[src/rtl/nexi_uart_tx_feeder.sv]
// Byte FIFO plus command_send/done_ack sequencer feeding nexi_uart_tx.
// Optional handshake timeout: define NEXI_UART_TX_FEEDER_TIMEOUT_EN.
module nexi_uart_tx_feeder #(
    parameter int DEPTH          = 16,
    parameter int ADDR_W         = 4,
    parameter int TO_W           = 16,
    parameter int TIMEOUT_CYCLES = 65535
) (
    input  logic              clk_1x_bps,
    input  logic              rst,
    input  logic              wr_en,
    input  logic [7:0]        wr_data,
    output logic              full,
    output logic              empty,
    output logic [ADDR_W:0]   level,
    output logic              overflow,
    input  logic              clr_flags,
    output logic              busy,
    output logic              tx_command_send,
    output logic [7:0]        tx_data,
    input  logic              tx_done_ack,
    output logic              err_timeout
);

    typedef enum logic [2:0] {
        S_IDLE      = 3'b001,
        S_REQ       = 3'b010,
        S_WAIT_DONE = 3'b100
    } state_t;

    generate
        if (DEPTH < 2 || DEPTH != (2 ** ADDR_W) || TIMEOUT_CYCLES >= (2 ** TO_W)) begin : g_bad_cfg
            $error("nexi_uart_tx_feeder: inconsistent DEPTH/ADDR_W/TO_W/TIMEOUT_CYCLES");
        end
    endgenerate

    state_t           state, state_nxt;
    logic [7:0]       mem [DEPTH];
    logic [ADDR_W:0]  wr_ptr, rd_ptr, wr_ptr_nxt, rd_ptr_nxt, level_nxt;
    logic             push, pop, timeout_hit;

    // A write while full is dropped even if a pop frees a slot this cycle.
    assign push       = wr_en && !full;
    assign pop        = (state == S_IDLE) && !empty && tx_done_ack;
    assign wr_ptr_nxt = wr_ptr + {{ADDR_W{1'b0}}, push};
    assign rd_ptr_nxt = rd_ptr + {{ADDR_W{1'b0}}, pop};
    assign level_nxt  = wr_ptr_nxt - rd_ptr_nxt;

    always_ff @(posedge clk_1x_bps) begin
        if (rst) begin
            wr_ptr <= '0;
            rd_ptr <= '0;
            level  <= '0;
            full   <= 1'b0;
            empty  <= 1'b1;
        end else begin
            wr_ptr <= wr_ptr_nxt;
            rd_ptr <= rd_ptr_nxt;
            level  <= level_nxt;
            full   <= (level_nxt == (ADDR_W+1)'(DEPTH));
            empty  <= (level_nxt == '0);
        end
    end

    always_ff @(posedge clk_1x_bps) begin
        if (push) mem[wr_ptr[ADDR_W-1:0]] <= wr_data;
    end

    always_ff @(posedge clk_1x_bps) begin
        if (rst) begin
            tx_data  <= 8'h00;
            overflow <= 1'b0;
            state    <= S_IDLE;
        end else begin
            if (pop) tx_data <= mem[rd_ptr[ADDR_W-1:0]];
            overflow <= (wr_en && full) || (overflow && !clr_flags);
            state    <= state_nxt;
        end
    end

    always_comb begin
        state_nxt = state;
        unique case (state)
            S_IDLE:      if (pop)          state_nxt = S_REQ;
            S_REQ:       if (!tx_done_ack) state_nxt = S_WAIT_DONE;
            S_WAIT_DONE: if (tx_done_ack)  state_nxt = S_IDLE;
            default:                       state_nxt = S_IDLE;
        endcase
        if (timeout_hit) state_nxt = S_IDLE;
    end

    assign tx_command_send = (state == S_REQ);
    assign busy            = (state != S_IDLE);

`ifdef NEXI_UART_TX_FEEDER_TIMEOUT_EN
    logic [TO_W-1:0] to_cnt;
    logic            err_q;

    // Fires on the TIMEOUT_CYCLES-th cycle spent in the current busy phase.
    assign timeout_hit = (state != S_IDLE) && (to_cnt == TO_W'(TIMEOUT_CYCLES - 1));

    always_ff @(posedge clk_1x_bps) begin
        if (rst) begin
            to_cnt <= '0;
            err_q  <= 1'b0;
        end else begin
            if (state_nxt != state)  to_cnt <= '0;
            else if (state != S_IDLE) to_cnt <= to_cnt + 1'b1;
            err_q <= timeout_hit || (err_q && !clr_flags);
        end
    end

    assign err_timeout = err_q;
`else
    assign timeout_hit = 1'b0;
    assign err_timeout = 1'b0;
`endif

endmodule

[config.mk]
export PLATFORM = sky130hd
export DESIGN_NAME = nexi_uart_tx_feeder
export DESIGN_NICKNAME = d
export VERILOG_FILES = /design/src/rtl/nexi_uart_tx_feeder.sv
export SDC_FILE = /design/constraint.sdc
export NUM_CORES = 1
export LEC_CHECK = 0
export BUFFER_PORTS_ARGS = -buffer_cell sky130_fd_sc_hd__buf_2
export CORE_MARGIN = 5
export CORE_UTILIZATION = 45
export CTS_BUF_LIST = sky130_fd_sc_hd__clkbuf_2
export CTS_CLUSTER_SIZE = 16
export DETAILED_ROUTE_END_ITERATION = 10
export PLACE_DENSITY_LB_ADDON = 0.25
export SETUP_SLACK_MARGIN = 0.3
export SYNTH_ARGS = -nofsm -noshare
export SYNTH_HDL_FRONTEND = slang
export SYNTH_SLANG_ARGS = --single-unit
[constraint.sdc]
create_clock -name clk_1x_bps -period 8.2 [get_ports clk_1x_bps]
set_clock_uncertainty 0.2 [all_clocks]
set_input_delay 1.23 -clock clk_1x_bps [delete_from_list [all_inputs] [get_ports clk_1x_bps]]
set_output_delay 1.23 -clock clk_1x_bps [all_outputs]
set_load 0.1 [all_outputs]
==> flow_metrics.py <==
metrics = {
    "place": {
        "gp_congestion": 0.750,
        "hpwl_um": 7600,
        "dpl-instance-area_sq_um": 6430,
        "io_buffers": 30,
    },
    "global_routing": {
        "grt_max_degree": 35,
        "grt_overflow": 0,
        "grt_pass1_wl_um": 18400,
        "track_usage": 0.160,
        "grt_pass1_vias": 3008,
        "grt_antenna_before_repair": 1,
    },
    "drt": {
        "drt_iter0_drc": 322,
        "drt-vias-per-instance": 5.44,
        "drc": 0,
        "firstDrtPassIters": 4,
        "avgRoutedWirePerCell_um": 21.7,
        "wirelength_um": 12200,
        "antenna_left": 0,
        "vias": 3055,
    },
    "timing": {
        "clock.fmax_mhz": 303,
        "setup-tns-final_ns": 0,
        "setup_viol": 0,
        "final_max_slew_viol_count": 0,
        "worstMarginPinSlew_ns": 1.15,
        "finalCriticalPeriod_ns": 3.31,
        "grt_setup_unrepaired": "false",
        "hold_viol": 0,
        "fin_crit_sh": 0.403,
        "relSlewSlack": 0.229,
    },
    "logic_synthesis": {
        "yosys.area.top_type_share": 0.623,
        "synth_top_family_by_area": "multiplexers",
        "async_reset_ff_frac": 0,
        "synth-xor-area-share": 0.0170,
        "synth-main-ff-cell": "edfxtp_1",
        "syn_nets": 358,
        "synth_mux_area_frac": 0.123,
        "synth-simple-area-share": 0.0586,
        "synth_edf_count": 128,
        "synthDistinctLibCells": 39,
        "avgSynthCellArea_sq_um": 18.4,
        "synth-compound-area-share": 0.0385,
        "synth_cells": 336,
        "synth-adder-area-share": 0.0195,
        "synth_top_cell_by_area": "edfxtp_1",
        "synth_area_leaders": "edfxtp_1, dfxtp_1, mux4_2, mux4_1, a22oi_1",
        "ys_seq_area_frac": 0.717,
        "synth_area_sq_um": 6170,
        "synth-seq-cells": 157,
        "synth_warnings": 0,
    },
    "floorplanning": {
        "die_h_um": 127,
        "rows": 42,
        "die_area_sq_um": 16200,
        "initial_core_util": 0.462,
        "core_area_sq_um": 13300,
        "pin_count": 32,
        "chipWidth_um": 127,
    },
    "run": {
        "maxCapViolCount": 0,
    },
    "critical_path": {
        "worstSetupStartpointType": "register",
        "crit_type": "register to output pin",
        "worstSetupEndpointType": "output pin",
        "crit_path_max_incr_delay_ns": 0.45,
        "crit_slowest_cell": "or3b_2",
        "arrival_ns": 1.88,
        "crit_chain": "or3b_2, buf_2",
        "critPathMaxFanout": 5,
        "crit_required_ns": 6.77,
        "rr_worst_depth": 11,
    },
    "clock_network": {
        "cts_sinks": 157,
        "clock-root-buffer": "clkbuf_2",
        "htree_levels": 4,
        "post-cts-setup-buffers": 0,
        "cts_buffer_depth": 2,
        "clk_pin_slew_ns": 0.18,
        "clock_latency_ns": 0.70,
        "ctsHoldBuffers": 0,
        "cts_tree": "built",
        "cts_resized": 0,
        "cts_buffers": 17,
    },
    "pwr": {
        "p_leak_uw": 0.00224,
        "p_per_area_nw_per_um2": 252,
        "ir_worst_vdd_mv": 0.116,
    },
    "cells_and_area": {
        "synthToLayoutAreaGrowth_pct": 7.30,
        "drive_above_1_share": 0.234,
        "nNetsFinal": 394,
        "fin_area_sq_um": 6620,
        "final_common_cell": "edfxtp_1",
        "final_core_util": 0.496,
        "final_cell_mix": "edfxtp_1, buf_2, dfxtp_1",
    },
    "worst_hold_path": {
        "hold_depth": 2,
        "min_path_type": "register to register",
    },
    "status": {
        "status": "complete, no violations",
    },
}
-- power breakdown --
part           total [uW]  switching (uW)  internal [uW]
Combinational         397             274            123
Sequential            913            16.5            897
Clock                 360             241            119
-- cell families after synthesis --
| group | count (synthesis) |
|---|---|
| DFF | 157 |
| and+or+nand+nor | 72 |
| xor gates and xnor gates | 12 |
| muxes | 32 |
| AOI/OAI and AO/OA | 32 |
| adders and majority gates | 9 |
| buffers and inverters | 21 |
| other | 1 |
-- per-stage QoR --
step / cells / power, uW / hold slack [ns] / setup slack, ns
6_report: 562 / 1670 / 0.295 / 4.89
5_1_grt: 562 / 1740 / 0.318 / 4.76
4_1_cts: 561 / 1680 / 0.276 / 4.84
3_5_place_dp: 529 / 1330 / 0.263 / 4.61
2_1_floorplan: 336 / 1270 / 0.239 / 4.95
3_3_place_gp: 529 / 1330 / 0.252 / 4.70
-- sequential cells by signal (all words and copies together) (netlist names) --
| signal | flops |
|---|---|
| mem | 128 |
| rd_ptr | 5 |
| empty | 1 |
| full | 1 |
| level | 5 |
| state | 3 |
| overflow | 1 |
| wr_ptr | 5 |
| tx_data | 8 |
-- critical path: cells and delay by family (launching register included) --
| family | cells | cell delay [ns] |
|---|---|---|
| flip-flops | 1 | 0.44 |
| AND/OR/NAND/NOR | 1 | 0.45 |
| buffers and inverters | 1 | 0.30 |
-- Yosys cell counts (2+ instances only) --
master and instances:
nand3_1 6, buf_2 3, inv_1 6, dfxtp_1 29
a21oi_1 2, mux4_1 10, ha_1 8, o21ai_1 2
nand3b_1 2, xor2_1 6, clkdlybuf4s25_2 2, mux4_2 22
a22o_1 8, nor4_1 2, nor2b_1 6, a22oi_1 16
or3b_1 2, buf_6 2, edfxtp_1 128, nand2_1 10
nor3_1 4, buf_12 2, clkbuf_1 3, xnor2_1 6
nand2b_1 6, and2_1 4, nor2_1 27
-- layer usage --
| metal | global-route usage | vias to the layer above | share of wire |
|---|---|---|---|
| met5 | 0 | - | 0 |
| met4 | 0.0568 | 0 | 0.016 |
| met3 | 0.0401 | 13 | 0.051 |
| met2 | 0.242 | 85 | 0.48 |
| met1 | 0.226 | 1552 | 0.46 |
| li1 | - | 1405 | - |
-- layout make-up --
class                           count  area (sq um)
Multi-Input combinational cell    158          1600
Inverter                            6          22.5
Fill cell                        1126          6730
Tap cell                          176           220
Antenna cell                        1          2.50
Clock buffer                       27           135
Sequential cell                   157          4430
Timing Repair Buffer               32           165
Clock inverter                      5          47.5
-- path summary, 6_finish.rpt --
check	from	endpoint	slack [ns]
worst min-delay path	full	overflow	0.29
worst min register to register	full	overflow	0.29
worst max register to register	state[0]	empty	5.22
worst max-delay path	state[0]	busy	4.89
Power figures use the tool's default switching activity.
